### config.mk
export PLATFORM = sky130hd
export DESIGN_NAME = sqrt_rr_arbiter
export DESIGN_NICKNAME = d
export VERILOG_FILES = /design/src/rtl/sqrt_rr_arbiter_pkg.sv /design/src/rtl/sqrt_rr_arbiter_rr_pick.sv /design/src/rtl/sqrt_rr_arbiter.sv
export SDC_FILE = /design/constraint.sdc
export NUM_CORES = 1
export LEC_CHECK = 0
export ABC_AREA = 0
export BUFFER_PORTS_ARGS = -buffer_cell sky130_fd_sc_hd__buf_2
export CORE_AREA = 2 2 67 69
export CTS_CLUSTER_SIZE = 30
export DETAILED_ROUTE_END_ITERATION = 10
export DIE_AREA = 0 0 69 71
export GPL_TIMING_DRIVEN = 1
export PLACE_DENSITY_LB_ADDON = 0.25
export SYNTH_ARGS = -nofsm -noshare
export SYNTH_HDL_FRONTEND = slang
export SYNTH_SLANG_ARGS = --single-unit
### constraint.sdc
create_clock -name clk -period 2.35 [get_ports clk]
set_clock_uncertainty 0.15 [all_clocks]
set_input_delay 0.3525 -clock clk [delete_from_list [all_inputs] [get_ports clk]]
set_output_delay 0.3525 -clock clk [all_outputs]
set_load 0.01 [all_outputs]
### src/rtl/sqrt_rr_arbiter_pkg.sv
// Shared types and helpers for the round-robin square-root arbiter.
package sqrt_rr_arbiter_pkg;

    typedef enum logic [1:0] {
        ST_IDLE  = 2'b00,
        ST_ISSUE = 2'b01,
        ST_WAIT  = 2'b10,
        ST_RESP  = 2'b11
    } state_t;

    // Ceiling log2, never smaller than 1 so it can size a vector directly.
    function automatic int clog2(input int v);
        int r;
        r = 0;
        while ((1 << r) < v) r++;
        return (r < 1) ? 1 : r;
    endfunction

endpackage

### src/rtl/sqrt_rr_arbiter_rr_pick.sv
// Combinational round-robin select: first valid at or above ptr_i, wrapping.
module sqrt_rr_arbiter_rr_pick
    import sqrt_rr_arbiter_pkg::*;
#(
    parameter int NREQ = 4,
    parameter int IDW  = 2
) (
    input  logic [NREQ-1:0] valid_i,
    input  logic [IDW-1:0]  ptr_i,
    output logic [NREQ-1:0] gnt_o,
    output logic [IDW-1:0]  idx_o,
    output logic            any_o
);

    always_comb begin
        idx_o = '0;
        any_o = |valid_i;
        // Scan from the farthest offset down so the nearest one wins last.
        for (int k = NREQ - 1; k >= 0; k--) begin
            if (valid_i[(int'(ptr_i) + k) % NREQ])
                idx_o = IDW'((int'(ptr_i) + k) % NREQ);
        end
        gnt_o = any_o ? (NREQ'(1) << idx_o) : '0;
    end

endmodule

### src/rtl/sqrt_rr_arbiter.sv
// Shares one iterative sqrt engine among NREQ clients, one operation in flight.
module sqrt_rr_arbiter
    import sqrt_rr_arbiter_pkg::*;
#(
    parameter int N       = 8,
    parameter int NREQ    = 4,
    parameter int IDW     = 2,
    parameter int TIMEOUT = 64
) (
    input  logic                clk,
    input  logic                rst_n,
    input  logic [NREQ-1:0]     req_valid,
    input  logic [NREQ*N-1:0]   req_data,
    output logic [NREQ-1:0]     req_ready,
    output logic                resp_valid,
    input  logic                resp_ready,
    output logic [N/2-1:0]      resp_data,
    output logic [IDW-1:0]      resp_id,
    output logic                resp_err,
    output logic                eng_start,
    output logic [N-1:0]        eng_a,
    input  logic [N/2-1:0]      eng_o,
    input  logic                eng_ready
);

    localparam int M  = N / 2;
    localparam int CW = clog2(TIMEOUT);

    state_t          state_q, state_d;
    logic [IDW-1:0]  ptr_q, ptr_d;
    logic [IDW-1:0]  id_q, id_d;
    logic [N-1:0]    a_q, a_d;
    logic [CW-1:0]   cnt_q, cnt_d;
    logic [M-1:0]    data_q, data_d;
    logic            err_q, err_d;
    logic            rdy_q;
    logic            done;

    logic [NREQ-1:0] gnt;
    logic [IDW-1:0]  win;
    logic            any;

    sqrt_rr_arbiter_rr_pick #(
        .NREQ (NREQ),
        .IDW  (IDW)
    ) u_pick (
        .valid_i (req_valid),
        .ptr_i   (ptr_q),
        .gnt_o   (gnt),
        .idx_o   (win),
        .any_o   (any)
    );

    // A ready level left over from an earlier op must not count as completion.
    assign done = eng_ready & ~rdy_q;

    always_comb begin
        state_d   = state_q;
        ptr_d     = ptr_q;
        id_d      = id_q;
        a_d       = a_q;
        cnt_d     = cnt_q;
        data_d    = data_q;
        err_d     = err_q;
        req_ready = '0;
        eng_start = 1'b0;
        case (state_q)
            ST_IDLE: begin
                if (any) begin
                    req_ready = gnt;
                    a_d       = req_data[int'(win)*N +: N];
                    id_d      = win;
                    ptr_d     = (int'(win) == NREQ - 1) ? '0 : win + IDW'(1);
                    state_d   = ST_ISSUE;
                end
            end
            ST_ISSUE: begin
                eng_start = 1'b1;
                cnt_d     = '0;
                state_d   = ST_WAIT;
            end
            ST_WAIT: begin
                if (done) begin
                    data_d  = eng_o;
                    err_d   = 1'b0;
                    state_d = ST_RESP;
                end else if (cnt_q == CW'(TIMEOUT - 1)) begin
                    data_d  = '0;
                    err_d   = 1'b1;
                    state_d = ST_RESP;
                end else begin
                    cnt_d = cnt_q + CW'(1);
                end
            end
            ST_RESP: begin
                if (resp_ready) state_d = ST_IDLE;
            end
            default: state_d = ST_IDLE;
        endcase
    end

    always_ff @(posedge clk or negedge rst_n) begin
        if (!rst_n) begin
            state_q <= ST_IDLE;
            ptr_q   <= '0;
            id_q    <= '0;
            a_q     <= '0;
            cnt_q   <= '0;
            data_q  <= '0;
            err_q   <= 1'b0;
            rdy_q   <= 1'b0;
        end else begin
            state_q <= state_d;
            ptr_q   <= ptr_d;
            id_q    <= id_d;
            a_q     <= a_d;
            cnt_q   <= cnt_d;
            data_q  <= data_d;
            err_q   <= err_d;
            rdy_q   <= eng_ready;
        end
    end

    assign resp_valid = (state_q == ST_RESP);
    assign resp_data  = data_q;
    assign resp_id    = id_q;
    assign resp_err   = err_q;
    assign eng_a      = a_q;

endmodule
==> results of run 1 <==
==> layer usage <==
layer / GRT usage (%) / vias up
met4: 1.96 / 0
li1: - / 685
met3: 3.13 / 2
met1: 20.0 / 638
met5: 0 / -
met2: 24.8 / 32
==> power by group through the flow <==
stage,sequential [mW],combinational [mW],clock (mW)
3_5_place_dp,0.761,1.19,0
6_report,0.759,1.17,0.248
4_1_cts,0.759,1.19,0.266
3_3_place_gp,0.771,1.17,0
5_1_grt,0.786,1.32,0.280
2_1_floorplan,0.808,0.796,0
==> state kept, by name, indices dropped and copies added (netlist names) <==
| signal | count |
|---|---|
| resp_id | 2 |
| resp_data | 4 |
| rdy_q | 1 |
| eng_a | 8 |
| ptr_q | 2 |
| cnt_q | 6 |
| resp_err | 1 |
| state_q | 2 |
==> per-stage QoR <==
step	worst slack (ns)	std cells
after detailed placement	0.244	266
after floorplan	0.245	153
after global routing	-0.0479	270
after global placement	0.228	266
after CTS	0.0239	270
final	0.0452	270
==> final cells by class <==
class                      instances  area [sq um]  share of cell area (%)
timing repair buffer              71           392                    20.1
sequential                        26           652                    33.5
clock buffer                       3          41.3                    2.12
multi-input combinational        110           766                    39.4
tap                               52          65.1                    3.34
inverter                           8          30.0                    1.54
==> cells in the final DEF, fill, tap and decap left out, types with 2 or more instances in the layout <==
cell type  synthesis  layout
o21ai_0            8       8
clkbuf_8           0       3
mux2i_1           17      17
nor2_1             5       5
inv_2              0       2
inv_1              8       6
buf_4              0       4
nand2b_1           3       3
nand3_1            4       4
nand2_1           12      12
dfrtp_1           26      25
nor3_1            20      20
nor2b_1            3       3
and2_1             2       2
xnor2_1            2       2
ha_1               6       6
a211o_1            8       8
buf_2              4      64
a21oi_1            5       5
a22o_1             4       4
==> logic make-up (layout without fill, tap and decap cells) <==
family                     Yosys count  count (layout)  share of synthesized area (%)
and+or+nand+nor                     52              52                           16.7
AOI/OAI and AO/OA                   32              32                           15.3
DFF                                 26              26                           42.7
muxes                               18              18                           12.2
buffers and inverters               17              82                           7.06
adders and majority gates            6               6                           4.93
xor gates and xnor gates             2               2                           1.15
==> final timing paths <==
check / from / endpoint / slack, ns
max in group asynchronous: rst_n / ptr_q[1] / 1.18
min: eng_ready / rdy_q / 0.06
max: ptr_q[1] / req_ready[3] / 0.05
min reg2reg: eng_a[4] / eng_a[4] / 0.34
min in group asynchronous: rst_n / cnt_q[2] / 0.46
max reg2reg: ptr_q[1] / eng_a[7] / 0.30
==> timing repair <==
item,CTS,global route
hold endpoints to repair,26,0
resized for setup,1,3
endpoints found under the setup margin,1,3
buffers inserted,0,0
hold buffers,1,0
==> results.md, run 1 <==
- Filler instances: 410
- RSZ-0062 raised after global routing: true
- Root buffer cell: clkbuf_8
- CP startpoint kind: flop
- Initial Util: 36.3%
- CTS sink count: 26
- Setup-failing EPs final: 0
- DR iter-0 viols: 36
- Layout cell share with drive strength beyond 1: 36.2%
- Synth Warn #: 0
- Max stage delay on crit path: 0.45 ns
- Die ar.: 0.00490 sq mm
- Final wirelength: 3.54 mm
- Power share of the combinational group: 53.8%
- Routed length per instance: 13.1 um
- Post-layout util: 46.3%
- Cell taking the most area after synthesis: dfrtp_1
- Final net count: 270
- Routability congestion estimate: 0.792
- Core Area: 0.00420 sq mm
- R2R cell count: 6
- Final Cycle Share: 98.1%
- Switching share of power: 40.1%
- DRC viols: 0
- Met2 wire len: 1.72 mm
- Placed wire-length estimate: 2.77 mm
- Ys async rst share: 100%
- Setup TNS: 0 ns
- Post-synth EDFFs: 0
- Leakage: 1.04 nW
- Setup crit end kind: primary output
- Num CTS Buffers: 3
- Clk pin slew, worst setup/hold paths: 0.09 ns
- Slowest library cell on the worst path: dfrtp_2
- Synth cell types: 31
- Power Density: 1120 mW/mm^2
- Seq pwr share: 34.8%
- Min Tclk post-route: 2.30 ns
- Power, Total: 2.18 mW
- First-pass GRT wire length: 5.95 mm
- Synth top area share: 42.7%
- Area contributors post-synth: dfrtp_1, mux2i_1, nor3_1
- Port bufs: 64
- Syn Nets: 203
- Levels on crit path: 6
- Final Hold Fails: 0
- Hold_ws: 0.0583 ns
- Largest net degree at the start of global routing: 27
- Most instantiated cells after synthesis: dfrtp_1, nor3_1, mux2i_1
- Switch Pwr: 0.874 mW
- Max Used Layer: met4
- Bufs and invs on worst path: 2
- Worst-skew pair later-pin latency: 0.27 ns
- Clock power frac: 11.4%
- Critical path's top delay family: flip-flops
- # H-tree levels: 1
- Worst path cell trace: mux2_4 -> o221ai_2 -> inv_2 -> ha_1 -> and2_1 -> buf_2
- Peak VDD IR: 0.000591 V
- Total gr overflow: 0
- Post-synthesis sequential area ratio: 42.7%
- CP arrival: 1.80 ns
- DR WL met3: 133 um
- Vias: 1,357
- Synth Flop Type: dfrtp_1
- Num ports: 65
- Via-per-instance ratio: 5.03
- Crit-path max FO: 6
- Synth Register Bits: 26
- GRT Total Usage: 14.7%
- CTS tree: yes
- Die X: 69 um
- M1 WL: 1.67 mm
- Worst hold path class: in2reg
- Top-count cell post-synth: dfrtp_1
- Max-cap violations: 0
- Int Power: 1.31 mW
- Final Slew Violations: 0
- Longest Clk Path Bufs: 2
- DR pass1 iterations: 4
- # rows: 24
- Diode count: 0
- DIE HEIGHT: 71 um
- Post-Place Cell Area: 0.00189 sq mm
- WP data required: 1.85 ns
- Hold path cells: 1
- Mapped cell area: 0.00152 sq mm
- Area Overhead vs Synth: 27.7%
- Finished Cell Area: 0.00195 sq mm
- Antenna-violating nets left: 0
- Status: finished, final reports clean
- Initial antenna violation count: 0
- Max Fclk: 434 MHz
- Worst slew pin tran: 0.722 ns
- Synthesized instance count: 153
- Slew headroom: 51.6%
- Setup Crit Path Kind: reg2out
- Vias in the first global route: 1,308
- Syn Area/Cell: 9.96 sq um
(Power assumes the default switching activity.)
==> run 2, diff against run 1 <==
Clock period 2.35 ns to 2.55 ns, I/O delays scaled along.
==> run 2 against run 1 <==
Cell count unchanged; design area down 0.58%; largest cell class unchanged; worst hold slack better by 0.028 ns; setup slack better by 0.20 ns; die area unchanged; via count down 4.6%; critical path type unchanged; clock power up 4%; global-route usage down 0.53 points; register-to-register slack better by 0.16 ns; sequential share of layout area up 0.13 points; largest power group unchanged.
==> results.md, run 2 (same netlist as run 1, synthesis figures left out) <==
- Worst slew pin tran: 0.702 ns (was 0.722 ns)
- Leakage: 1.04 nW (about the same)
- Area Overhead vs Synth: 26.9% (was 27.7%)
- Port bufs: 64 (unchanged)
- # rows: 24 (unchanged)
- Vias in the first global route: 1,229 (was 1,308)
- Max-cap violations: 0 (unchanged)
- Post-layout util: 46.0% (was 46.3%)
- Max reg flops: 8 (unchanged)
- Critical R2R Launch: ptr_q[1] (unchanged)
- Vias: 1,295 (was 1,357)
- DR iter-0 viols: 28 (was 36)
- Slowest library cell on the worst path: dfrtp_1 (was dfrtp_2)
- Clk pin slew, worst setup/hold paths: 0.08 ns (was 0.09 ns)
- WP data required: 2.02 ns (was 1.85 ns)
- R2r setup slk: 0.46 ns (was 0.30 ns)
- Die ar.: 0.00490 sq mm (unchanged)
- Setup TNS: 0 ns (unchanged)
- Placed wire-length estimate: 2.62 mm (was 2.77 mm)
- Int Power: 1.20 mW (was 1.31 mW)
- Num CTS Buffers: 3 (unchanged)
- Seq pwr share: 35.1% (was 34.8%)
- CP arrival: 1.78 ns (was 1.80 ns)
- Power, Total: 1.99 mW (was 2.18 mW)
- Max Fclk: 433 MHz
- Power Density: 1030 mW/mm^2 (was 1120 mW/mm^2)
- Power share of the combinational group: 51.9% (was 53.8%)
- Switch Pwr: 0.788 mW (was 0.874 mW)
- Routed length per instance: 12.5 um (was 13.1 um)
- Crit-path max FO: 6 (unchanged)
- CTS tree: yes (unchanged)
- Largest net degree at the start of global routing: 27 (unchanged)
- Layout cell share with drive strength beyond 1: 34.9% (was 36.2%)
- Setup bufs post-CTS: 0 (unchanged)
- CTS sink count: 26 (unchanged)
- GRT Total Usage: 14.1% (was 14.7%)
- Worst-skew pair later-pin latency: 0.27 ns (about the same)
- Worst path cell trace: mux2_4 -> o221ai_2 -> inv_1 -> ha_1 -> and2_1 -> buf_2 (was mux2_4 -> o221ai_2 -> inv_2 -> ha_1 -> and2_1 -> buf_2)
- Root buffer cell: clkbuf_8 (unchanged)
- Post-Place Cell Area: 0.00187 sq mm (was 0.00189 sq mm)
- Routability congestion estimate: 0.770 (was 0.792)
- Post-cts sizing count: 0 (was 1)
- Commonest non-fill, non-tap cell in the layout: buf_2 (unchanged)
- DR pass1 iterations: 4 (unchanged)
- Final net count: 269 (was 270)
- Core Area: 0.00420 sq mm (unchanged)
- Via-per-instance ratio: 4.80 (was 5.03)
- R2R cell count: 6 (unchanged)
- Worst hold path class: in2reg (unchanged)
- DIE HEIGHT: 71 um (unchanged)
- Die X: 69 um (unchanged)
- Critical path destination: req_ready[3] (unchanged)
- Final wirelength: 3.36 mm (was 3.54 mm)
- Peak VDD IR: 0.000526 V (was 0.000591 V)
- Final Slew Violations: 0 (unchanged)
- Initial antenna violation count: 0 (unchanged)
- Num ports: 65 (unchanged)
- Total gr overflow: 0 (unchanged)
- Finished Cell Area: 0.00193 sq mm (was 0.00195 sq mm)
- Final Cycle Share: 90.5%
- Setup crit end kind: primary output (unchanged)
- Worst setup path start: ptr_q[1] (unchanged)
- Switching share of power: 39.6% (was 40.1%)
- First-pass GRT wire length: 5.71 mm (was 5.95 mm)
- Diode count: 0 (unchanged)
- # H-tree levels: 1 (unchanged)
- Setup Crit Path Kind: reg2out (unchanged)
- RSZ-0062 raised after global routing: false (was true)
- Longest Clk Path Bufs: 2 (unchanged)
- Max stage delay on crit path: 0.44 ns (was 0.45 ns)
- Setup-failing EPs final: 0 (unchanged)
- DRC viols: 0 (unchanged)
- Min Tclk post-route: 2.31 ns
- Hold-fix buffers at CTS: 1 (unchanged)
- Clock power frac: 13.0% (was 11.4%)
- Final Hold Fails: 0 (unchanged)
- Initial Util: 36.3% (unchanged)
- CP startpoint kind: flop (unchanged)
- Hold_ws: 0.0859 ns (was 0.0583 ns)
- Antenna-violating nets left: 0 (unchanged)
- Status: finished, final reports clean (unchanged)
- Slew headroom: 53.0% (was 51.6%)
- Commonest non-fill, non-tap cells in the layout: buf_2, dfrtp_1, nor3_1 (unchanged)
- Worst r2r dst: eng_a[7] (unchanged)
==> run 2: changes by cell type in the layout (fill, tap and decap cells not counted) <==
| cell | before | now |
|---|---|---|
| clkbuf_8 | 3 | 4 |
| inv_2 | 2 | 0 |
| inv_1 | 6 | 8 |
| buf_6 | 1 | 0 |
| buf_4 | 4 | 5 |
| buf_12 | 1 | 0 |
| dfrtp_1 | 25 | 26 |
| dfrtp_2 | 1 | 0 |
==> run 2: final cells by class <==
cell class	instances	area [sq um]
Fill cell	430	2270
Multi-Input combinational cell	110	766
Sequential cell	26	651
Timing Repair Buffer	70	368
Tap cell	52	65.1
Clock buffer	4	55.1
Inverter	8	30.0
==> run 2: power by group through the flow <==
| stage | Sequential (mW) | Combinational, mW | Clock (mW) |
|---|---|---|---|
| 3_5_place_dp | 0.705 | 1.05 | 0 |
| 2_1_floorplan | 0.745 | 0.733 | 0 |
| 4_1_cts | 0.701 | 1.05 | 0.272 |
| 3_3_place_gp | 0.711 | 1.04 | 0 |
| 5_1_grt | 0.727 | 1.17 | 0.290 |
| 6_report | 0.698 | 1.03 | 0.259 |
==> run 2: worst min-delay path by stage <==
stage,start,end,depth (start not counted)
global route,eng_ready,rdy_q,1
global placement,rst_n,cnt_q[1],1
floorplan,rst_n,cnt_q[0],0
detailed placement,rst_n,cnt_q[1],1
finish,eng_ready,rdy_q,1
CTS,eng_ready,rdy_q,1
==> run 2: layer usage <==
| metal | vias up | share of wire [%] | GRT usage [%] |
|---|---|---|---|
| met3 | 4 | 3.7 | 2.99 |
| met1 | 581 | 48 | 20.1 |
| li1 | 681 | - | - |
| met4 | 0 | 0.56 | 3.05 |
| met5 | - | 0 | 0 |
| met2 | 29 | 47 | 22.3 |
==> run 2: through the flow <==
step,instances,setup slack (ns)
floorplan,153,0.415
global placement,265,0.410
detailed placement,265,0.406
CTS,270,0.226
global route,270,0.123
finish,270,0.241
==> run 2: worst max-delay path, delay by kind of cell (launching register included) <==
family / cells / cell delay (ns)
AO/OA/AOI/OAI: 1 / 0.17
adder cells (fa/ha/maj): 1 / 0.20
buffers and inverters: 2 / 0.24
flip-flops: 1 / 0.44
multiplexers: 1 / 0.32
AND/OR/NAND/NOR: 1 / 0.13
